File: config.mk
export PLATFORM = sky130hd
export DESIGN_NAME = amul_eval_ctrl_flat
export DESIGN_NICKNAME = d
export VERILOG_FILES = /design/src/rtl/amul_eval_pkg.sv /design/src/rtl/amul_eval_ctrl_if.sv /design/src/rtl/amul_eval_ctrl_opgen.sv /design/src/rtl/amul_eval_ctrl.sv /design/src/flat_wrapper.sv
export SDC_FILE = /design/constraint.sdc
export NUM_CORES = 1
export LEC_CHECK = 0
export BUFFER_PORTS_ARGS = -buffer_cell sky130_fd_sc_hd__buf_2
export CORE_ASPECT_RATIO = 0.7
export CORE_MARGIN = 1
export CORE_UTILIZATION = 64
export CTS_CLUSTER_DIAMETER = 200
export DETAILED_ROUTE_END_ITERATION = 10
export HOLD_SLACK_MARGIN = 0.15
export PLACE_DENSITY = 0.91
export SYNTH_ARGS = -nofsm -noshare
export SYNTH_HDL_FRONTEND = slang
export SYNTH_HIERARCHICAL = 1
export SYNTH_SLANG_ARGS = --single-unit
export TNS_END_PERCENT = 50
File: constraint.sdc
create_clock -name clk -period 18.2 [get_ports clk]
set_clock_uncertainty 0.15 [all_clocks]
set_input_delay 3.64 -clock clk [delete_from_list [all_inputs] [get_ports clk]]
set_output_delay 3.64 -clock clk [all_outputs]
set_load 0.02 [all_outputs]
File: src/rtl/amul_eval_pkg.sv
// Shared types and constants for the approximate-multiplier error evaluation sequencer.
// Holds the controller state encoding, LFSR polynomial and the exhaustive sweep length.
package amul_eval_pkg;

  typedef enum logic [1:0] {
    ST_IDLE = 2'd0,
    ST_WAIT = 2'd1,
    ST_ACC  = 2'd2,
    ST_DONE = 2'd3
  } state_e;

  // x^16 + x^14 + x^13 + x^11 + 1 expressed as register bits 15, 13, 12, 10
  localparam logic [15:0] LFSR_TAPS      = 16'hB400;
  localparam logic [15:0] LFSR_ZERO_SEED = 16'hACE1;
  localparam int unsigned EXH_SAMPLES    = 65536;

  function automatic logic [15:0] lfsr_next(input logic [15:0] l);
    return {l[14:0], ^(l & LFSR_TAPS)};
  endfunction

endpackage

File: src/rtl/amul_eval_ctrl_if.sv
// Control, multiplier and result bundle of the error evaluation sequencer.
// master = the environment (host plus multiplier under test), slave = the sequencer.
interface amul_eval_ctrl_if #(
  parameter int unsigned SAMPLE_W = 20
);
  logic                       start;
  logic                       abort;
  logic                       mode;
  logic [15:0]                seed;
  logic [SAMPLE_W-1:0]        num_samples;
  logic [7:0]                 op_a;
  logic [7:0]                 op_b;
  logic [15:0]                prod_in;
  logic                       busy;
  logic                       done;
  logic [SAMPLE_W-1:0]        samples;
  logic [SAMPLE_W-1:0]        err_cnt;
  logic signed [SAMPLE_W+16:0] sum_ed;
  logic [SAMPLE_W+15:0]       sum_ed_abs;
  logic [15:0]                max_ed;

  modport master (
    output start, abort, mode, seed, num_samples, prod_in,
    input  op_a, op_b, busy, done, samples, err_cnt, sum_ed, sum_ed_abs, max_ed
  );

  modport slave (
    input  start, abort, mode, seed, num_samples, prod_in,
    output op_a, op_b, busy, done, samples, err_cnt, sum_ed, sum_ed_abs, max_ed
  );
endinterface

File: src/rtl/amul_eval_ctrl_opgen.sv
// Operand generator: 16-bit up-counter (exhaustive sweep, B fastest) or Fibonacci LFSR.
// load takes priority over advance; the mode is captured on load and held for the run.
module amul_opgen
  import amul_eval_pkg::*;
(
  input  logic        clk,
  input  logic        rst_n,
  input  logic        load,
  input  logic        advance,
  input  logic        mode,
  input  logic [15:0] seed,
  output logic [7:0]  op_a,
  output logic [7:0]  op_b
);

  logic [15:0] val_q, val_d;
  logic        mode_q, mode_d;

  always_comb begin
    val_d  = val_q;
    mode_d = mode_q;
    if (load) begin
      mode_d = mode;
      if (mode) val_d = (seed == 16'h0000) ? LFSR_ZERO_SEED : seed;
      else      val_d = 16'h0000;
    end else if (advance) begin
      val_d = mode_q ? lfsr_next(val_q) : val_q + 16'd1;
    end
  end

  always_ff @(posedge clk or negedge rst_n) begin
    if (!rst_n) begin
      val_q  <= 16'h0000;
      mode_q <= 1'b0;
    end else begin
      val_q  <= val_d;
      mode_q <= mode_d;
    end
  end

  assign op_a = val_q[15:8];
  assign op_b = val_q[7:0];

endmodule

File: src/rtl/amul_eval_ctrl.sv
// Error-characterisation sequencer: drives operand pairs to an external approximate
// multiplier, waits MUL_LAT cycles, and accumulates error metrics against exact A*B.
module amul_eval_ctrl
  import amul_eval_pkg::*;
#(
  parameter int unsigned MUL_LAT  = 2,
  parameter int unsigned SAMPLE_W = 20
) (
  input  logic             clk,
  input  logic             rst_n,
  amul_eval_ctrl_if.slave  bus
);

  localparam int unsigned          SUM_W   = SAMPLE_W + 17;
  localparam int unsigned          ABS_W   = SAMPLE_W + 16;
  localparam logic [7:0]           LAT     = 8'(MUL_LAT);
  localparam logic [SAMPLE_W:0]    EXH_CNT = (SAMPLE_W+1)'(EXH_SAMPLES);
  localparam state_e               RUN_ST  = (MUL_LAT == 0) ? ST_ACC : ST_WAIT;

  state_e                    state_q, state_d;
  logic [7:0]                cnt_q, cnt_d;
  logic                      mode_q, mode_d;
  logic [SAMPLE_W-1:0]       num_q, num_d;
  logic [SAMPLE_W-1:0]       samples_q, samples_d;
  logic [SAMPLE_W-1:0]       err_cnt_q, err_cnt_d;
  logic signed [SUM_W-1:0]   sum_ed_q, sum_ed_d;
  logic [ABS_W-1:0]          sum_abs_q, sum_abs_d;
  logic [15:0]               max_ed_q, max_ed_d;

  logic                      gen_load, gen_adv;
  logic [7:0]                op_a_w, op_b_w;
  logic [15:0]               exact;
  logic signed [16:0]        ed;
  logic [15:0]               ed_abs;
  logic [SAMPLE_W:0]         next_samples;
  logic                      last;

  function automatic logic [15:0] abs_ed(input logic signed [16:0] v);
    logic signed [16:0] n;
    n = -v;
    return v[16] ? n[15:0] : v[15:0];
  endfunction

  amul_opgen u_opgen (
    .clk     (clk),
    .rst_n   (rst_n),
    .load    (gen_load),
    .advance (gen_adv),
    .mode    (bus.mode),
    .seed    (bus.seed),
    .op_a    (op_a_w),
    .op_b    (op_b_w)
  );

  assign exact        = 16'(op_a_w) * 16'(op_b_w);
  assign ed           = $signed({1'b0, exact}) - $signed({1'b0, bus.prod_in});
  assign ed_abs       = abs_ed(ed);
  assign next_samples = {1'b0, samples_q} + (SAMPLE_W+1)'(1);
  assign last         = mode_q ? (next_samples == {1'b0, num_q}) : (next_samples == EXH_CNT);

  always_comb begin
    state_d   = state_q;
    cnt_d     = cnt_q;
    mode_d    = mode_q;
    num_d     = num_q;
    samples_d = samples_q;
    err_cnt_d = err_cnt_q;
    sum_ed_d  = sum_ed_q;
    sum_abs_d = sum_abs_q;
    max_ed_d  = max_ed_q;
    gen_load  = 1'b0;
    gen_adv   = 1'b0;

    if (bus.abort) begin
      state_d = ST_IDLE;
    end else begin
      case (state_q)
        ST_IDLE, ST_DONE: begin
          if (bus.start) begin
            gen_load  = 1'b1;
            mode_d    = bus.mode;
            num_d     = bus.num_samples;
            samples_d = '0;
            err_cnt_d = '0;
            sum_ed_d  = '0;
            sum_abs_d = '0;
            max_ed_d  = '0;
            cnt_d     = '0;
            if (bus.mode && (bus.num_samples == '0)) begin
              state_d = ST_DONE;
            end else begin
              state_d = RUN_ST;
              cnt_d   = LAT;
            end
          end
        end
        ST_WAIT: begin
          cnt_d = cnt_q - 8'd1;
          if (cnt_q == 8'd1) state_d = ST_ACC;
        end
        ST_ACC: begin
          samples_d = next_samples[SAMPLE_W-1:0];
          err_cnt_d = err_cnt_q + SAMPLE_W'(ed != 17'sd0);
          sum_ed_d  = sum_ed_q + SUM_W'(ed);
          sum_abs_d = sum_abs_q + ABS_W'(ed_abs);
          if (ed_abs > max_ed_q) max_ed_d = ed_abs;
          if (last) begin
            state_d = ST_DONE;
          end else begin
            gen_adv = 1'b1;
            state_d = RUN_ST;
            cnt_d   = LAT;
          end
        end
        default: state_d = ST_IDLE;
      endcase
    end
  end

  always_ff @(posedge clk or negedge rst_n) begin
    if (!rst_n) begin
      state_q   <= ST_IDLE;
      cnt_q     <= '0;
      mode_q    <= 1'b0;
      num_q     <= '0;
      samples_q <= '0;
      err_cnt_q <= '0;
      sum_ed_q  <= '0;
      sum_abs_q <= '0;
      max_ed_q  <= '0;
    end else begin
      state_q   <= state_d;
      cnt_q     <= cnt_d;
      mode_q    <= mode_d;
      num_q     <= num_d;
      samples_q <= samples_d;
      err_cnt_q <= err_cnt_d;
      sum_ed_q  <= sum_ed_d;
      sum_abs_q <= sum_abs_d;
      max_ed_q  <= max_ed_d;
    end
  end

  assign bus.op_a       = op_a_w;
  assign bus.op_b       = op_b_w;
  assign bus.busy       = (state_q == ST_WAIT) || (state_q == ST_ACC);
  assign bus.done       = (state_q == ST_DONE);
  assign bus.samples    = samples_q;
  assign bus.err_cnt    = err_cnt_q;
  assign bus.sum_ed     = sum_ed_q;
  assign bus.sum_ed_abs = sum_abs_q;
  assign bus.max_ed     = max_ed_q;

endmodule

File: src/flat_wrapper.sv
// flat-port wrapper written by rule: the top's interface ports become plain ports
module amul_eval_ctrl_flat import amul_eval_pkg::*;
#(
  parameter int unsigned MUL_LAT  = 2,
  parameter int unsigned SAMPLE_W = 20
)
  (clk, rst_n, bus_start, bus_abort, bus_mode, bus_seed, bus_num_samples, bus_prod_in, bus_op_a, bus_op_b, bus_busy, bus_done, bus_samples, bus_err_cnt, bus_sum_ed, bus_sum_ed_abs, bus_max_ed);
  amul_eval_ctrl_if #(.SAMPLE_W(SAMPLE_W)) bus_i ();
  input  logic clk;
  input  logic rst_n;
  input wire logic [$bits(bus_i.start)-1:0] bus_start;
  input wire logic [$bits(bus_i.abort)-1:0] bus_abort;
  input wire logic [$bits(bus_i.mode)-1:0] bus_mode;
  input wire logic [$bits(bus_i.seed)-1:0] bus_seed;
  input wire logic [$bits(bus_i.num_samples)-1:0] bus_num_samples;
  input wire logic [$bits(bus_i.prod_in)-1:0] bus_prod_in;
  output wire logic [$bits(bus_i.op_a)-1:0] bus_op_a;
  output wire logic [$bits(bus_i.op_b)-1:0] bus_op_b;
  output wire logic [$bits(bus_i.busy)-1:0] bus_busy;
  output wire logic [$bits(bus_i.done)-1:0] bus_done;
  output wire logic [$bits(bus_i.samples)-1:0] bus_samples;
  output wire logic [$bits(bus_i.err_cnt)-1:0] bus_err_cnt;
  output wire logic [$bits(bus_i.sum_ed)-1:0] bus_sum_ed;
  output wire logic [$bits(bus_i.sum_ed_abs)-1:0] bus_sum_ed_abs;
  output wire logic [$bits(bus_i.max_ed)-1:0] bus_max_ed;
  assign bus_i.start = bus_start;
  assign bus_i.abort = bus_abort;
  assign bus_i.mode = bus_mode;
  assign bus_i.seed = bus_seed;
  assign bus_i.num_samples = bus_num_samples;
  assign bus_i.prod_in = bus_prod_in;
  assign bus_op_a = bus_i.op_a;
  assign bus_op_b = bus_i.op_b;
  assign bus_busy = bus_i.busy;
  assign bus_done = bus_i.done;
  assign bus_samples = bus_i.samples;
  assign bus_err_cnt = bus_i.err_cnt;
  assign bus_sum_ed = bus_i.sum_ed;
  assign bus_sum_ed_abs = bus_i.sum_ed_abs;
  assign bus_max_ed = bus_i.max_ed;
  amul_eval_ctrl #(.MUL_LAT(MUL_LAT), .SAMPLE_W(SAMPLE_W)) u_core (.clk(clk), .rst_n(rst_n), .bus(bus_i));
endmodule
==> qor.csv <==
stage;metric;value;unit
run_status;outcome;finished, final reports clean;
critical_path;Crit path top cell by count;fa_1;
critical_path;startpoint types;input port;
critical_path;crit end category;register;
clocking;postcts setup bufs;0;
logic_synthesis;Synth Cell Area;14900;sq um
finish;commonest non-fill, non-tap cell in the layout;nand2_1;
clocking;insertion delay to the later sink of the worst-skew pair;0.44;ns
finish;commonest cells after routing, fill and taps aside;nand2_1 (264), buf_2 (202), dfrtp_1 (177), inv_1 (124), ha_1 (122);
floorplan;core area;22800;sq um
logic_synthesis;Compound-Gate Fraction of Synth Area;0.185;
critical_path;FF-to-FF Start;u_core/u_opgen/val_q[9];
routing;antenna viol nets, final;0;
floorplan;die width;185;um
critical_path;Register-to-Register Setup Slack;9.82;ns
timing;worst slew pin tran;1.38;ns
place;DP HPWL;30300;um
logic_synthesis;mux cell area share after synthesis;0.00553;
place;gpl congestion;0.942;
finish;Register Area;4430;sq um
logic_synthesis;Seq cells post-synth;177;
logic_synthesis;post-synthesis simple-gate area fraction;0.211;
clocking;root buf cell;clkbuf_16;
logic_synthesis;asr flop ratio synth;1.00;
clocking;H-tree levels;4;
global_routing;Tot GR Track Use;0.348;
routing;router iterations before antenna repair;5;
clocking;number of hold buffers added after CTS;0;
logic_synthesis;main combinational cell family by area after synthesis;simple AND/OR/NAND/NOR gates;
logic_synthesis;Post-Synth Adder-Cell Area;0.173;
logic_synthesis;sequential area share after synthesis;0.297;
finish;antenna cells;0;
timing;final worst setup slack;7.56;ns
clocking;CTS tree;built;
critical_path;Data required, critical path;18.41;ns
floorplan;starting density of the core;0.655;
floorplan;Ports;204;
worst_hold_path;Hold Path Cell Cnt;2;
run;max_cap viols;0;
worst_hold_path;Hold Crit Start;u_core/num_q[11];
routing;Via Count;14100;
logic_synthesis;Post-synth EDFFs;0;
routing;total wire length;41500;um
floorplan;DIE AREA;24000;sq um
routing;residual DRC count;0;
clocking;Sink Count;177;
timing;final-report max-slew violation count;0;
clocking;CTS buffer count;17;
timing;RSZ-0062 raised after global routing;no;
worst_hold_path;Hold Crit Class;reg2reg;
timing;max_slew headroom;0.0824;
floorplan;placement row count;46;
clocking;clk slew on worst S/H paths;0.07;ns
logic_synthesis;Yosys warnings;6;
timing;total negative setup slack;0;ns
finish;Final #Nets;2134;
logic_synthesis;Cell variety after synth;100;
global_routing;vias in the first global route;13200;
finish;multi-input logic area;9700;sq um
logic_synthesis;XOR/XNOR Fraction of Synth Area;0.0742;
logic_synthesis;Synth Instances;1739;
critical_path;max incr delay on CP;1.07;ns
global_routing;initial antenna violation count;0;
logic_synthesis;Post-synth top flop;dfrtp_1;
global_routing;Overflow after GRT;0;
place;pre-CTS WS;7.27;ns
timing;Min Clock Period, post-route;10.64;ns
finish;layout cells sized above 1;0.146;
critical_path;critical-path maximum fanout;16;
finish;Filler cells;1725;
timing;setup violators final;0;
routing;Avg WL per Cell;18.6;um
critical_path;Worst EP arrival;10.85;ns
critical_path;Crit Reg-Reg Endpoint;u_core/bus.max_ed[6];
timing;Fin. Hold Viols;0;
finish;P&R area growth vs syn;11.7;%
critical_path;Setup CP Type;in2reg;
critical_path;crit-path cells;buf_2 -> fa_1 -> fa_1 -> fa_1 -> fa_1 -> inv_1 -> ha_1 -> nand3_1 -> nor3_1 -> or2_1 -> nor2_1 -> xor2_1 -> inv_1 -> nor4_1 -> a21oi_1 -> xor2_1 -> ha_1 -> a211o_1 -> nor4_1 -> a221oi_1 -> o22ai_1 -> a22o_1;
worst_hold_path;Min-Delay Endpoint;u_core/num_q[11];
global_routing;largest net degree at the start of global routing;110;
timing;FMAX;0.0940;GHz
floorplan;chip height;130;um
routing;Via density;6.32;
logic_synthesis;Syn Nets;1970;
critical_path;cell count of the worst reg-to-reg path;27;
clocking;CTS max path bufs;2;
logic_synthesis;Mean Syn Cell Area;8.59;sq um
timing;Final period util;0.584;
clocking;Post-CTS Resized;0;
routing;Detailed Route Iter0 Violations;1269;
place;port buffer count;203;
critical_path;Crit-path slowest cell;o22ai_1;
global_routing;first-pass GRT wire length;66100;um
## through the flow
| stage | hold slack [ns] | util | instances | instance area [sq um] |
|---|---|---|---|---|
| after floorplan | 0.296 | - | 1739 | 14900 |
| after global placement | 0.310 | 0.706 | 2196 | 16100 |
| after detailed placement | 0.314 | 0.706 | 2196 | 16100 |
| after CTS | 0.331 | 0.732 | 2227 | 16700 |
| after global routing | 0.356 | 0.732 | 2227 | 16700 |
| final | 0.326 | 0.732 | 2227 | 16700 |
## final cells by class
class / instances / share of cell area
Tap cell: 312 / 0.0234
Multi-Input combinational cell: 1368 / 0.581
Inverter: 126 / 0.0284
Clock inverter: 7 / 0.00600
Timing Repair Buffer: 213 / 0.0658
Sequential cell: 177 / 0.266
Clock buffer: 24 / 0.0295
## worst max path at each step
stage | from | endpoint | slack (ns)
final | bus_prod_in[8] | u_core/bus.max_ed[6] | 7.56
after global routing | bus_prod_in[10] | u_core/bus.max_ed[0] | 7.25
after CTS | bus_prod_in[10] | u_core/bus.max_ed[6] | 7.74
after detailed placement | bus_prod_in[9] | u_core/bus.max_ed[6] | 7.27
after global placement | bus_prod_in[10] | u_core/bus.sum_ed_abs[17] | 7.51
after floorplan | bus_prod_in[10] | u_core/bus.sum_ed_abs[17] | 7.81
## layer usage
layer	global-route usage	vias to the layer above	routed length, um
met2	0.543	756	18300
met3	0.0745	110	4120
met4	0.138	0	1310
li1	-	6443	-
met5	0	-	0
met1	0.476	6776	17800
## worst max-delay path, delay by kind of cell
family	cells	cell delay, ns
xor+xnor	2	0.87
simple gates	6	1.22
compound gates	5	1.90
buf+inv	3	0.30
fa+ha+maj	6	2.90
## kinds of logic (layout without fill, tap and decap cells)
family	after synthesis	in the layout
and+or+nand+nor	649	649
AOI/OAI and AO/OA	411	411
buffers and inverters	194	370
DFF	177	177
adders and majority gates	175	175
xor gates and xnor gates	125	125
muxes	8	8
## synthesized netlist by cell type (all sizes together) (6+ instances only)
master   instances  area, sq um
nand2          265          997
dfrtp          177         4430
o21ai          126          631
inv            125          469
ha             122         1530
nor2           109          417
a21oi           80          404
xor2            68          596
nand3           57          308
xnor2           56          490
fa              52         1040
clkbuf          47          196
nor3            47          240
a21o            43          323
nand4           29          215
a22o            27          236
and3            27          170
and2            22          138
buf             20          145
o31ai           19          161
nor2b           18          113
nor4            18          128
o21a            16          120
a211oi          13          108
or3             13         81.3
nand2b          12         75.1
a31oi           10         62.6
o211ai           9         67.6
nand3b           8         60.1
a2111oi          7         88.8
a211o            6         52.6
mux2i            6         60.1
or2              6         37.5
## sequential cells by signal (all words and copies together) (netlist names)
name / cells
u_core/state_q: 2
u_core/u_opgen/mode_q: 1
u_core/cnt_q: 8
u_core/bus.sum_ed_abs: 36
u_core/bus.sum_ed: 37
u_core/u_opgen/val_q: 16
u_core/bus.samples: 20
u_core/bus.max_ed: 16
u_core/bus.err_cnt: 20
u_core/num_q: 20
u_core/mode_q: 1
Power is left out: the tool's default activity adds up to more than one toggle a clock period on the data nets, which glitch-free logic cannot reach.
